[src/rtl/tinyalu_arbiter.sv]
// Round-robin arbiter that shares one TinyALU among NUM_REQ requesters.
// One operation in flight at a time; results come back tagged with the requester id.
module tinyalu_arbiter #(
  parameter  int NUM_REQ = 4,
  parameter  int TIMEOUT = 15,
  localparam int ID_W    = $clog2(NUM_REQ)
) (
  input  logic                 clk,
  input  logic                 reset_n,
  input  logic [NUM_REQ-1:0]   req_valid,
  output logic [NUM_REQ-1:0]   req_ready,
  input  logic [8*NUM_REQ-1:0] req_A,
  input  logic [8*NUM_REQ-1:0] req_B,
  input  logic [3*NUM_REQ-1:0] req_op,
  output logic                 rsp_valid,
  output logic [ID_W-1:0]      rsp_id,
  output logic [15:0]          rsp_result,
  output logic                 rsp_error,
  output logic [7:0]           alu_A,
  output logic [7:0]           alu_B,
  output logic [2:0]           alu_op,
  output logic                 alu_start,
  input  logic                 alu_done,
  input  logic [15:0]          alu_result
);

  // state | meaning
  // IDLE  | arbitrate among valid requesters, accept the winner
  // BUSY  | alu_start high, waiting for alu_done or timeout
  // RESP  | one-cycle response strobe, alu_start low
  typedef enum logic [1:0] {
    ST_IDLE = 2'd0,
    ST_BUSY = 2'd1,
    ST_RESP = 2'd2
  } state_t;

  state_t          r_state;
  state_t          w_state_nxt;
  logic [ID_W-1:0] r_ptr;
  logic [ID_W-1:0] r_id;
  logic [7:0]      r_a;
  logic [7:0]      r_b;
  logic [2:0]      r_op;
  logic [15:0]     r_result;
  logic            r_err;
  logic [7:0]      r_cnt;

  logic            w_found;
  logic [ID_W-1:0] w_winner;
  logic [ID_W-1:0] w_ptr_nxt;
  logic [7:0]      w_sel_a;
  logic [7:0]      w_sel_b;
  logic [2:0]      w_sel_op;
  logic            w_op_legal;
  logic [7:0]      w_cnt_inc;
  logic            w_tmo;

  // Search upward from r_ptr with wrap-around; first valid requester wins.
  always_comb begin : arb
    int              v_idx;
    logic [ID_W-1:0] v_id;
    v_idx    = 0;
    v_id     = '0;
    w_found  = 1'b0;
    w_winner = '0;
    for (int k = 0; k < NUM_REQ; k++) begin
      v_idx = int'(r_ptr) + k;
      if (v_idx >= NUM_REQ) v_idx = v_idx - NUM_REQ;
      v_id = ID_W'(v_idx);
      if (!w_found && req_valid[v_id]) begin
        w_found  = 1'b1;
        w_winner = v_id;
      end
    end
  end

  always_comb begin : sel
    w_sel_a  = '0;
    w_sel_b  = '0;
    w_sel_op = '0;
    for (int k = 0; k < NUM_REQ; k++) begin
      if (ID_W'(k) == w_winner) begin
        w_sel_a  = req_A[8*k +: 8];
        w_sel_b  = req_B[8*k +: 8];
        w_sel_op = req_op[3*k +: 3];
      end
    end
  end

  assign w_op_legal = (w_sel_op >= 3'd1) && (w_sel_op <= 3'd4);
  assign w_ptr_nxt  = (w_winner == ID_W'(NUM_REQ - 1)) ? '0 : w_winner + 1'b1;
  assign w_cnt_inc  = r_cnt + 8'd1;
  assign w_tmo      = (w_cnt_inc == 8'(TIMEOUT));

  always_ff @(posedge clk or negedge reset_n) begin
    if (!reset_n) r_state <= ST_IDLE;
    else          r_state <= w_state_nxt;
  end

  // req_ready is gated by reset_n so every output reads 0 while reset is held.
  always_comb begin : fsm
    w_state_nxt = r_state;
    req_ready   = '0;
    alu_start   = 1'b0;
    alu_A       = '0;
    alu_B       = '0;
    alu_op      = '0;
    rsp_valid   = 1'b0;
    rsp_id      = '0;
    rsp_result  = '0;
    rsp_error   = 1'b0;
    case (r_state)
      ST_IDLE: begin
        if (w_found) begin
          if (reset_n) req_ready[w_winner] = 1'b1;
          w_state_nxt = w_op_legal ? ST_BUSY : ST_RESP;
        end
      end
      ST_BUSY: begin
        alu_start = 1'b1;
        alu_A     = r_a;
        alu_B     = r_b;
        alu_op    = r_op;
        if (alu_done || w_tmo) w_state_nxt = ST_RESP;
      end
      ST_RESP: begin
        rsp_valid   = 1'b1;
        rsp_id      = r_id;
        rsp_result  = r_result;
        rsp_error   = r_err;
        w_state_nxt = ST_IDLE;
      end
      default: w_state_nxt = ST_IDLE;
    endcase
  end

  always_ff @(posedge clk or negedge reset_n) begin
    if (!reset_n) begin
      r_ptr    <= '0;
      r_id     <= '0;
      r_a      <= '0;
      r_b      <= '0;
      r_op     <= '0;
      r_result <= '0;
      r_err    <= 1'b0;
      r_cnt    <= '0;
    end else begin
      case (r_state)
        ST_IDLE: begin
          if (w_found) begin
            r_a      <= w_sel_a;
            r_b      <= w_sel_b;
            r_op     <= w_sel_op;
            r_id     <= w_winner;
            r_ptr    <= w_ptr_nxt;
            r_cnt    <= '0;
            r_result <= '0;
            r_err    <= !w_op_legal;
          end
        end
        ST_BUSY: begin
          if (alu_done) begin
            r_result <= alu_result;
            r_err    <= 1'b0;
          end else begin
            r_cnt <= w_cnt_inc;
            if (w_tmo) begin
              r_result <= '0;
              r_err    <= 1'b1;
            end
          end
        end
        default: ;
      endcase
    end
  end

endmodule

[config.mk]
export PLATFORM = sky130hd
export DESIGN_NAME = tinyalu_arbiter
export DESIGN_NICKNAME = d
export VERILOG_FILES = /design/src/rtl/tinyalu_arbiter.sv
export SDC_FILE = /design/constraint.sdc
export NUM_CORES = 1
export LEC_CHECK = 0
export ABC_AREA = 1
export CAP_MARGIN = 20
export CORE_MARGIN = 1
export CORE_UTILIZATION = 47
export DETAILED_ROUTE_END_ITERATION = 10
export PLACE_DENSITY = 0.91
export SLEW_MARGIN = 20
export SYNTH_ARGS = -nofsm -noshare
export SYNTH_HDL_FRONTEND = slang
export SYNTH_SLANG_ARGS = --single-unit
[constraint.sdc]
create_clock -name clk -period 5.3 [get_ports clk]
set_clock_uncertainty 0.15 [all_clocks]
set_input_delay 1.06 -clock clk [delete_from_list [all_inputs] [get_ports clk]]
set_output_delay 1.06 -clock clk [all_outputs]
set_load 0.02 [all_outputs]
# == Yosys cells after proc, flatten, opt, wreduce, memory -nomap -nowiden ==
# Index checks and enable logic that the tools add are counted.
# totals
ff_bits,50
inputBits,99
out_inout_bits,44
word_cells,119
# classes
n_addsub,9
magnitude_cmp,12
n_eq_ne,11
n_mux,61
reduce_logical,17
# ops
operator,n
2-to-1 mux 8 bit,12
2-to-1 mux 16 bit,4
case mux 16 bit (2 select lines),1
2-to-1 mux 2 bit,13
case mux 8 bit (2 select lines),1
"< comparator 2 x 3 -> 1 bit, second input constant",5
2-to-1 mux 1 bit,15
2-to-1 mux 3 bit,5
2-to-1 mux 4 bit,3
"greater-or-equal comparator 3 bit, second input constant",3
"adder 8 x 1 -> 8 bit, second input constant",1
binary-select mux 1 bit (select 2 bit),4
"equality test 8 x 4 -> 1 bit, second input constant",1
"subtractor 2 x 1 -> 2 bit, second input constant",4
"adder 2 x 2 -> 3 bit, second input constant",2
"inequality test 2 bit, second input constant",3
AND reduction 3 bit,2
logical AND 1 bit,5
"equality test 2 bit, first input constant",2
"equality test 2 bit, second input constant",2
logical NOT 1 bit,4
logical NOT 2 bit,2
case mux 2 bit (2 select lines),1
AND reduction 2 bit,2
13 further kinds,13

# == Depth between registers and ports, before layout ==
# Gate-level depths: netlist (run 1).
# depth
ltp_word,24
ltp_mapped,24

# == Worst setup path before layout (run 1) ==
# Ideal clock, no wire load.
# synth_timing
path_type,input -> output
startpoint,in req_valid[3]
endpoint,out req_ready[3]
arrival_time_ns,3.037
path_slack_ns,1.053
path_stages,14
n_path_buf,1
cell_sequence,inv_1 > nand2_1 > nand2_1 > nor2_1 > nor2_2 > nor2_1 > nor2_1 > xor2_1 > nand2_1 > inv_1 > ha_1 > clkinv_1 > clkbuf_1 > nor2_1
# synth_via
elab_chain_len,19
# synth_lines
element,line,text
from (decl),10,"input logic [NUM_REQ-1:0] req_valid,"
binary-select mux 1 bit (select 2 bit),70,if (!w_found && req_valid[v_id]) begin
2-to-1 mux 1 bit (implied by the code),70,
2-to-1 mux 1 bit,70,
logical NOT 1 bit,70,
logical AND 1 bit,70,
2-to-1 mux 1 bit,70,
logical NOT 1 bit,70,
logical AND 1 bit,70,
[4 not listed],n/a,
via w_winner[0],49,logic [ID_W-1:0] w_winner;
< comparator 2 x 3 -> 1 bit (implied by the code) or greater-or-equal comparator 2 x 1 -> 1 bit (tied branches),115,if (reset_n) req_ready[w_winner] = 1'b1;
logical AND 1 bit (implied by the code),115,
2-to-1 mux 1 bit (implied by the code),115,
demux 1 bit (select 2 bit) (*),115,
2-to-1 mux 4 bit (*),115,
2-to-1 mux 4 bit (*),114,if (w_found) begin
2-to-1 mux 4 bit (*),112,case (r_state)
to (decl),11,"output logic [NUM_REQ-1:0] req_ready,"
# Mark *: on every way through the listed nets, which the timed path passes. The rest lies on a longest branch. The select of a mux whose other input is x is not followed.

# == Final worst setup path (run 1) ==
# Same ends and word-level chain as after synthesis.

==> results of run 1 <==
==> per-stage QoR <==
step                      total power, mW  setup WS [ns]  cell area (um^2)  util [%]  cells
final                                3.60          0.366              5020      72.3    732
after global routing                 3.96          0.118              5020      72.3    732
after CTS                            3.59          0.372              5020      72.3    732
after detailed placement             3.33          0.376              4920      70.9    724
after global placement               3.21          0.466              4920      70.9    724
after floorplan                      2.66           1.05              3460         -    501
==> final cells by class <==
class,instances,share of cell area (%)
Clock buffer,6,1.64
Clock inverter,2,0.324
Inverter,74,5.58
Multi-Input combinational cell,354,35.7
Sequential cell,50,24.9
Tap cell,96,2.39
Timing Repair Buffer,150,29.4
==> cells by family (layout without fill, tap and decap cells) <==
| family | Yosys count | in the layout |
|---|---|---|
| xor+xnor | 1 | 1 |
| simple gates | 260 | 260 |
| flops | 50 | 50 |
| fa+ha+maj | 6 | 6 |
| buf+inv | 97 | 232 |
| compound gates | 87 | 87 |
==> flip-flops by register name, indices dropped and copies added, names as in the netlist <==
name / count
r_a: 8
r_b: 8
r_cnt: 8
r_err: 1
r_id: 2
r_op: 3
r_ptr: 2
r_result: 16
r_state: 2
==> metal layers <==
layer | GRT usage [%] | share of wire [%] | vias to the layer above
met3 | 4.90 | 6.5 | 38
li1 | - | - | 1842
met1 | 32.6 | 38 | 1747
met4 | 13.0 | 4.2 | 0
met2 | 50.5 | 52 | 141
met5 | 0 | 0 | -
==> power groups by stage <==
stage / sequential, mW / clock (mW) / combinational, mW
2_1_floorplan: 0.587 / 0 / 2.07
3_3_place_gp: 0.606 / 0 / 2.60
3_5_place_dp: 0.615 / 0 / 2.71
4_1_cts: 0.609 / 0.248 / 2.73
5_1_grt: 0.627 / 0.265 / 3.07
6_report: 0.610 / 0.245 / 2.75
==> layout by cell type (no fill, tap or decap), types with 2 or more instances in the layout <==
master,n
nand2_4,5
buf_4,8
clkinv_1,2
dfrtp_1,50
clkdlybuf4s50_1,141
or2_2,2
o211ai_2,10
o21ai_1,18
nand3_1,32
inv_1,70
nand2_2,20
nor2_4,2
o22ai_1,3
o211ai_1,7
ha_1,6
o21ai_0,25
nand2_1,132
clkbuf_8,6
nand4_1,5
a21oi_1,23
nor2_1,59
==> worst min-delay path, stage by stage (launching register included) <==
cell,delay [ns]
dfrtp_1,0.37
nand2_1,0.06
nand2_1,0.05
==> worst max path at each step <==
stage | from | to | slack, ns | depth (start not counted)
after CTS | req_valid[3] | req_ready[3] | 0.37 | 15
after global routing | req_valid[3] | req_ready[3] | 0.12 | 15
after detailed placement | req_valid[3] | req_ready[3] | 0.38 | 15
after floorplan | req_valid[3] | req_ready[3] | 1.05 | 14
final | req_valid[3] | req_ready[3] | 0.37 | 15
after global placement | req_valid[3] | req_ready[3] | 0.47 | 15
==> load_flow_metrics.sql, run 1 <==
INSERT INTO impl_metrics (metric_group, metric, value, unit) VALUES
('timing', 'timing.final.setup_violations', '0', ''),
('routing', 'drc', '0', ''),
('clock_network', 'clock_tree.root_cell', 'clkbuf_8', ''),
('setup_path', 'critical_path.n_buffers_inverters', '5', ''),
('outcome', 'status', 'completed', ''),
('timing', 'fin_hold_ws', '0.343', 'ns'),
('grt', 'grt_start_max_net_pins', '51', ''),
('clock_network', 'post_cts_buffers', '0', ''),
('clock_network', 'clock_sink_count', '50', ''),
('yosys', 'synth.distinct_cells', '30', ''),
('flow_run', 'drv_cap', '0', ''),
('grt', 'grt_usage', '28.2', '%'),
('yosys', 'syn-instance-count', '501', ''),
('timing', 'fmax', '203', 'MHz'),
('yosys', 'yosys-top-cells-count', '132 x nand2_1, 70 x inv_1, 59 x nor2_1', ''),
('placement', 'dp_hpwl', '7860', 'um'),
('pwr', 'cellPowerDensity', '718', 'nW/um^2'),
('die', 'rows', '30', ''),
('pwr', 'power.net_switching', '1.98', 'mW'),
('routing', 'avgRoutedWirePerCell', '14.2', 'um'),
('setup_path', 'rr_startpoint', 'r_ptr[0]', ''),
('setup_path', 'critical_path.cell_chain', 'clkdlybuf4s50_1, inv_1, nand2_1, nand2_1, nor2_1, nor2_2, nor2_1, nor2_1, xor2_1, nand2_1, inv_1, ha_1, clkinv_1, nor2_1, clkdlybuf4s50_1', ''),
('timing', 'timing.final.crit_period', '4.93', 'ns'),
('worst_hold_path', 'timing.hold.worst_endpoint', 'r_result[3]', ''),
('yosys', 'yosys-mux-area-fraction', '0', '%'),
('placement', 'routability_driven_placement_congestion_ratio', '0.857', ''),
('setup_path', 'largest_stage_delay_on_the_critical_path', '0.63', 'ns'),
('yosys', 'yosysTopAreaCell', 'dfrtp_1', ''),
('yosys', 'combinational_family_with_the_most_area_after_synthesis', 'simple AND/OR/NAND/NOR gates', ''),
('clock_network', 'ctsLongestPathBuffers', '2', ''),
('routing', 'drt_iter0_markers', '182', ''),
('timing', 'timing.slew.headroom', '32.8', '%'),
('clock_network', 'post_cts_hold_buffer_count', '0', ''),
('yosys', 'synthesis.area', '3460', 'um^2'),
('layout', 'antenna_cells', '0', ''),
('worst_hold_path', 'worst_hold_path_type', 'flip-flop to flip-flop', ''),
('yosys', 'synth_compound_gate_area_share', '15.7', '%'),
('die', 'floorplan.die.height', '87.8', 'um'),
('yosys', 'synth_largest_type_area_fraction', '36.1', '%'),
('routing', 'totalWireLength', '10400', 'um'),
('clock_network', 'cts-htree-levels', '2', ''),
('pwr', 'netSwitchingFraction', '54.8', '%'),
('setup_path', 'cp_slowest_cell', 'clkdlybuf4s50_1', ''),
('clock_network', 'tritoncts', 'yes', ''),
('yosys', 'synth-simple-area-share', '33.8', '%'),
('pwr', 'max-vdd-ir-drop', '0.624', 'mV'),
('yosys', 'synth_seq_area_share', '36.1', '%'),
('setup_path', 'setup.worst_path.start_class', 'primary input', ''),
('clock_network', 'cts.reportedPaths.clkPinSlew', '0.10', 'ns'),
('worst_hold_path', 'hold_start', 'r_result[3]', ''),
('layout', 'finalNetCount', '740', ''),
('die', 'fp.dieW', '87.8', 'um'),
('setup_path', 'rr_endpoint', 'r_state[0]', ''),
('yosys', 'syn_area_per_cell', '6.91', 'um^2'),
('layout', 'layout.filler_cells', '527', ''),
('routing', 'route.detailed.vias_per_inst', '5.15', ''),
('yosys', 'synth_most_common_cell', 'nand2_1', ''),
('grt', 'first_global_vias', '3696', ''),
('pwr', 'p_int', '1.63', 'mW'),
('yosys', 'synth_xor_xnor_area_share', '0.253', '%'),
('setup_path', 'cp.required', '4.09', 'ns'),
('grt', 'wire_length_of_the_first_global_routing_pass', '16800', 'um'),
('setup_path', 'timing_worst_setup_path_type', 'primary input to output pin', ''),
('yosys', 'synthesis.yosys.warnings', '0', ''),
('timing', 'setup-tns-final', '0', 'ns'),
('timing', 'transition_time_of_the_tightest_slew_check_pin', '1.00', 'ns'),
('die', 'placeableCoreArea', '6940', 'um^2'),
('yosys', 'register_bit_count_reported_by_yosys', '50', ''),
('placement', 'portBuffers', '142', ''),
('pwr', 'p_seq_share', '16.9', '%'),
('timing', 'slew_viol_final', '0', '');
Power figures use the tool's default switching activity.
==> inputs of run 2 (changes only) <==
Settings changed: RECOVER_POWER set to 50.
==> run 2 against run 1 <==
- the flow now finishes with violations (capacitance limit, slew limit)
- maximum frequency down 0.75%
- via count is 0.19% higher
- power is 0.73% lower
- cell area shrank 0.85%
- sequential share of layout area up 0.21 points
- critical path depth unchanged
- cell count did not move
- register-to-register slack better by 0.05 ns
- sequential power is essentially flat
- clock-buffer cell count unchanged
- critical path type unchanged
- critical endpoint unchanged
- largest power group unchanged
- highest routed layer unchanged
==> load_flow_metrics.sql, run 2 (synthesis results as in run 1) <==
INSERT INTO impl_metrics (metric_group, metric, value, unit) VALUES
('timing', 'fin_hold_ws', '0.344', 'ns'),
('timing', 'timing.slew.headroom', '-83.9', '%'),
('clock_network', 'post_cts_hold_buffer_count', '0', ''),
('timing', 'slew_viol_final', '51', ''),
('grt', 'wire_length_of_the_first_global_routing_pass', '16800', 'um'),
('setup_path', 'timing_worst_setup_path_type', 'primary input to output pin', ''),
('layout', 'largest_reg_flops', '16', ''),
('pwr', 'cellPowerDensity', '718', 'nW/um^2'),
('die', 'die_area', '7710', 'um^2'),
('setup_path', 'biggest_fanout_along_the_worst_timing_path', '5', ''),
('pwr', 'p_seq_share', '17.1', '%'),
('die', 'fp.dieW', '87.8', 'um'),
('placement', 'dp_slack', '0.376', 'ns'),
('placement', 'portBuffers', '142', ''),
('die', 'io_pins', '143', ''),
('timing', 'hold_viol', '0', ''),
('routing', 'detailedRoute.firstPassIterationCount', '5', ''),
('grt', 'overflow', '0', ''),
('clock_network', 'cts.reportedPaths.clkPinSlew', '0.10', 'ns'),
('outcome', 'violations', 'capacitance limit, slew limit', ''),
('placement', 'routability_driven_placement_congestion_ratio', '0.857', ''),
('layout', 'biggest_register', 'r_result', ''),
('timing', 'timing.final.setup_violations', '0', ''),
('setup_path', 'cp.required', '4.09', 'ns'),
('timing', 'transition_time_of_the_tightest_slew_check_pin', '2.76', 'ns'),
('routing', 'route.detailed.vias_per_inst', '5.16', ''),
('layout', 'syn_to_final_growth', '43.8', '%'),
('clock_network', 'ctsLongestPathBuffers', '2', ''),
('timing', 'grt_setup_unrepaired', 'no', ''),
('grt', 'initial_antenna_violation_count', '0', ''),
('layout', 'final_non_filler_cells', '732', ''),
('pwr', 'combinationalPowerShare', '76.0', '%'),
('pwr', 'total_leakage_power', '2.33', 'nW'),
('grt', 'grt_usage', '28.2', '%'),
('placement', 'placement.cell_area', '4920', 'um^2'),
('routing', 'detail-route-antenna-nets', '0', ''),
('worst_hold_path', 'worst_hold_path_type', 'flip-flop to flip-flop', ''),
('grt', 'grt_start_max_net_pins', '51', ''),
('routing', 'via_count', '3775', ''),
('flow_run', 'drv_cap', '1', ''),
('timing', 'post-route-period-util', '93.8', '%'),
('setup_path', 'worstSetupEndpointType', 'output pin', ''),
('layout', 'finalNetCount', '740', ''),
('routing', 'drt_iter0_markers', '165', ''),
('outcome', 'status', 'complete, but fails checks', ''),
('routing', 'avgRoutedWirePerCell', '14.3', 'um'),
('clock_network', 'cts_repair_resized_insts', '0', ''),
('die', 'floorplan.die.height', '87.8', 'um'),
('timing', 'fmax', '201', 'MHz'),
('clock_network', 'post_cts_buffers', '0', ''),
('pwr', 'netSwitchingFraction', '54.9', '%'),
('layout', 'final_design_area_no_fill', '4980', 'um^2'),
('pwr', 'p_int', '1.61', 'mW'),
('die', 'placeableCoreArea', '6940', 'um^2'),
('clock_network', 'clock_sink_count', '50', ''),
('clock_network', 'num_cts_buffers', '5', ''),
('pwr', 'finalPower', '3.58', 'mW'),
('layout', 'commonest_non_fill_non_tap_cells_in_the_layout', '140 x clkdlybuf4s50_1, 135 x nand2_1, 70 x inv_1', ''),
('grt', 'first_global_vias', '3696', ''),
('layout', 'utilization', '71.7', '%'),
('clock_network', 'clock_tree.root_cell', 'clkbuf_8', ''),
('layout', 'post_route_cells_drive_above_1_share', '8.65', '%'),
('timing', 'timing.final.crit_period', '4.97', 'ns'),
('timing', 'setup-tns-final', '0', 'ns'),
('placement', 'dp_hpwl', '7860', 'um'),
('die', 'rows', '30', ''),
('pwr', 'p_clk_share', '6.9', '%'),
('clock_network', 'clkLatencyLatePin', '0.31', 'ns'),
('die', 'initial_core_util', '49.9', '%'),
('layout', 'antenna_cells', '0', ''),
('routing', 'drc', '0', ''),
('pwr', 'max-vdd-ir-drop', '0.630', 'mV'),
('clock_network', 'tritoncts', 'yes', ''),
('setup_path', 'setup.worst_path.start_class', 'primary input', ''),
('setup_path', 'crit_arrival', '3.76', 'ns'),
('placement', 'placed_cells', '724', ''),
('timing', 'postLayoutSetupSlackWorst', '0.329', 'ns'),
('pwr', 'power.net_switching', '1.96', 'mW'),
('clock_network', 'cts-htree-levels', '2', ''),
('routing', 'totalWireLength', '10500', 'um'),
('layout', 'most_common_cell_after_layout_fill_and_taps_aside', 'clkdlybuf4s50_1', '');
run 2: final timing paths:
check | from | to | slack, ns | depth (start not counted)
setup / recovery | req_valid[0] | req_ready[3] | 0.33 | 15
hold / removal | r_result[8] | r_result[8] | 0.34 | 2
setup reg to reg | r_ptr[0] | r_state[1] | 1.86 | 18
hold reg to reg | r_result[8] | r_result[8] | 0.34 | 2
max in group asynchronous | reset_n | r_a[3] | 1.70 | 2
min in group asynchronous | reset_n | r_cnt[5] | 1.73 | 2
run 2: layout make-up:
type | instances | area, um^2
fill | 535 | 1960
multi-input combinational | 354 | 1760
timing repair buffer | 150 | 1470
sequential | 50 | 1250
inverter | 74 | 280
tap | 96 | 120
clock buffer | 6 | 82.6
clock inverter | 2 | 16.3
run 2: routing by layer:
metal | vias up | part of all wire (%) | wire, um | track usage [%]
met1 | 1752 | 39 | 4040 | 32.6
li1 | 1839 | - | - | -
met2 | 148 | 51 | 5340 | 50.5
met3 | 36 | 6.3 | 663 | 4.90
met5 | - | 0 | 0 | 0
met4 | 0 | 4.0 | 421 | 13.0
run 2: critical path, stage by stage:
cell	delay, ns
dlygate4sd3_1	0.55
inv_1	0.07
nand2_1	0.07
nand2_1	0.06
nor2_1	0.05
nor2_2	0.15
nor2_1	0.06
nor2_1	0.11
xor2_1	0.23
nand2_1	0.13
inv_1	0.10
ha_1	0.26
clkinv_1	0.11
nor2_1	0.11
clkdlybuf4s50_1	0.64
run 2: power groups by stage:
stage / clock network, mW / registers, mW / logic, mW
after floorplan: 0 / 0.587 / 2.07
after global placement: 0 / 0.606 / 2.60
after detailed placement: 0 / 0.615 / 2.71
after CTS: 0.248 / 0.609 / 2.73
after global routing: 0.265 / 0.627 / 3.03
final: 0.247 / 0.611 / 2.72
==> inputs of run 3 (changes only) <==
Settings changed: CORE_MARGIN 1 to 2.
==> run 3 against run 2 <==
- the run still ends with capacitance limit, slew limit left
- worst hold slack worse by 0.0056 ns
- wire length down 0.73%
- largest power group unchanged
- utilization down 2.2 points
- die area up 4.6%
- cell count up 0.41%
==> load_flow_metrics.sql, run 3 (synthesis results as in run 1) <==
INSERT INTO impl_metrics (metric_group, metric, value, unit) VALUES
('layout', 'most_common_cell_after_layout_fill_and_taps_aside', 'clkdlybuf4s50_1', ''),
('worst_hold_path', 'hold_start', 'r_result[1]', ''),
('setup_path', 'r2r_setup_slack', '1.77', 'ns'),
('pwr', 'p_int', '1.64', 'mW'),
('clock_network', 'cts.reportedPaths.clkPinSlew', '0.09', 'ns'),
('grt', 'grt_start_max_net_pins', '51', ''),
('setup_path', 'timing_worst_setup_path_type', 'primary input to output pin', ''),
('pwr', 'cellPowerDensity', '718', 'nW/um^2'),
('layout', 'final_design_area_no_fill', '4990', 'um^2'),
('routing', 'avgRoutedWirePerCell', '14.1', 'um'),
('worst_hold_path', 'timing.hold.worst_endpoint', 'r_result[1]', ''),
('outcome', 'violations', 'capacitance limit, slew limit', ''),
('timing', 'hold_viol', '0', ''),
('routing', 'totalWireLength', '10400', 'um'),
('layout', 'post_route_cells_drive_above_1_share', '8.49', '%'),
('pwr', 'finalPower', '3.59', 'mW'),
('timing', 'timing.final.crit_period', '5.03', 'ns'),
('placement', 'placed_cells', '727', ''),
('timing', 'grt_setup_unrepaired', 'no', ''),
('pwr', 'p_clk_share', '7.4', '%'),
('setup_path', 'cp.required', '4.09', 'ns'),
('die', 'floorplan.die.height', '89.8', 'um'),
('clock_network', 'clock_tree.root_cell', 'clkbuf_8', ''),
('timing', 'fin_hold_ws', '0.338', 'ns'),
('timing', 'postLayoutSetupSlackWorst', '0.275', 'ns'),
('routing', 'drc', '0', ''),
('outcome', 'status', 'complete, but fails checks', ''),
('clock_network', 'clock_sink_count', '50', ''),
('setup_path', 'setup.worst_path.start_class', 'primary input', ''),
('pwr', 'total_leakage_power', '2.34', 'nW'),
('die', 'io_pins', '143', ''),
('placement', 'portBuffers', '142', ''),
('die', 'placeableCoreArea', '7180', 'um^2'),
('worst_hold_path', 'worst_hold_path.num_cells', '2', ''),
('timing', 'transition_time_of_the_tightest_slew_check_pin', '2.70', 'ns'),
('setup_path', 'biggest_fanout_along_the_worst_timing_path', '5', ''),
('layout', 'largest_reg_flops', '16', ''),
('placement', 'dp_slack', '0.233', 'ns'),
('pwr', 'max-vdd-ir-drop', '0.594', 'mV'),
('grt', 'overflow', '0', ''),
('placement', 'placement.cell_area', '4930', 'um^2'),
('pwr', 'combinationalPowerShare', '75.6', '%'),
('routing', 'via_count', '3714', ''),
('clock_network', 'num_cts_buffers', '5', ''),
('grt', 'grt_usage', '26.3', '%'),
('layout', 'antenna_cells', '0', ''),
('grt', 'first_global_vias', '3716', ''),
('layout', 'biggest_register', 'r_result', ''),
('grt', 'initial_antenna_violation_count', '0', ''),
('setup_path', 'rr_endpoint', 'r_state[1]', ''),
('placement', 'routability_driven_placement_congestion_ratio', '0.874', ''),
('timing', 'slew_viol_final', '51', ''),
('timing', 'timing.slew.headroom', '-80.2', '%'),
('die', 'initial_core_util', '48.2', '%'),
('die', 'rows', '31', ''),
('die', 'fp.dieW', '89.8', 'um'),
('layout', 'syn_to_final_growth', '44.2', '%'),
('clock_network', 'tritoncts', 'yes', ''),
('routing', 'detailedRoute.firstPassIterationCount', '5', ''),
('pwr', 'power.net_switching', '1.94', 'mW'),
('setup_path', 'r2r.worst_path.cells', '17', ''),
('pwr', 'p_seq_share', '17.0', '%'),
('routing', 'route.detailed.vias_per_inst', '5.05', ''),
('layout', 'utilization', '69.6', '%'),
('timing', 'timing.final.setup_violations', '0', ''),
('clock_network', 'post_cts_hold_buffer_count', '0', ''),
('clock_network', 'post_cts_buffers', '0', ''),
('grt', 'wire_length_of_the_first_global_routing_pass', '17400', 'um'),
('layout', 'final_non_filler_cells', '735', ''),
('die', 'die_area', '8070', 'um^2'),
('placement', 'dp_hpwl', '7870', 'um'),
('clock_network', 'ctsLongestPathBuffers', '2', ''),
('setup_path', 'crit_arrival', '3.82', 'ns'),
('layout', 'layout.filler_cells', '606', ''),
('setup_path', 'worstSetupEndpointType', 'output pin', ''),
('timing', 'setup-tns-final', '0', 'ns'),
('timing', 'fmax', '199', 'MHz'),
('routing', 'detail-route-antenna-nets', '0', ''),
('routing', 'drt_iter0_markers', '156', ''),
('clock_network', 'cts_repair_resized_insts', '0', ''),
('flow_run', 'drv_cap', '1', ''),
('timing', 'post-route-period-util', '94.8', '%'),
('pwr', 'netSwitchingFraction', '54.1', '%'),
('setup_path', 'rr_startpoint', 'r_ptr[0]', ''),
('layout', 'finalNetCount', '740', ''),
('layout', 'commonest_non_fill_non_tap_cells_in_the_layout', '141 x clkdlybuf4s50_1, 136 x nand2_1, 70 x inv_1', ''),
('worst_hold_path', 'worst_hold_path_type', 'flip-flop to flip-flop', ''),
('clock_network', 'cts-htree-levels', '2', ''),
('clock_network', 'clkLatencyLatePin', '0.30', 'ns');
[run 3: layer usage]
metal	wire length [um]	GRT usage, %
met3	582	4.02
met5	0	0
met2	5290	47.2
met4	382	10.9
met1	4130	31.4
[run 3: how the worst max path moves through the flow]
stage                      start      endpoint  slack [ns]  cells after the start
global route        req_valid[2]  req_ready[3]        0.09                     15
finish              req_valid[3]  req_ready[3]        0.27                     15
CTS                 req_valid[3]  req_ready[3]        0.22                     15
floorplan           req_valid[3]  req_ready[3]        1.05                     14
global placement    req_valid[3]  req_ready[3]        0.37                     15
detailed placement  req_valid[3]  req_ready[3]        0.23                     15
[run 3: layout make-up]
cell class                      count  area [um^2]  share of cell area (%)
Clock buffer                        5         68.8                    1.38
Timing Repair Buffer              150         1470                    29.5
Multi-Input combinational cell    354         1760                    35.2
Inverter                           74          280                    5.62
Clock inverter                      3         40.0                   0.802
Tap cell                           99          124                    2.48
Sequential cell                    50         1250                    25.1
[run 3: worst max-delay path: stages]
cell	delay, ns
clkdlybuf4s50_1	0.42
inv_1	0.06
nand2_1	0.07
nand2_1	0.08
nor2_1	0.06
nor2_2	0.19
nor2_1	0.06
nor2_1	0.11
xor2_1	0.24
nand2_1	0.16
inv_1	0.12
ha_1	0.28
clkinv_1	0.12
nor2_1	0.16
clkdlybuf4s50_1	0.64
[run 3: power groups by stage]
stage	logic (mW)	clock network (mW)	registers, mW
2_1_floorplan	2.07	0	0.587
3_3_place_gp	2.61	0	0.607
3_5_place_dp	2.73	0	0.614
4_1_cts	2.74	0.275	0.607
5_1_grt	3.05	0.286	0.622
6_report	2.71	0.267	0.608
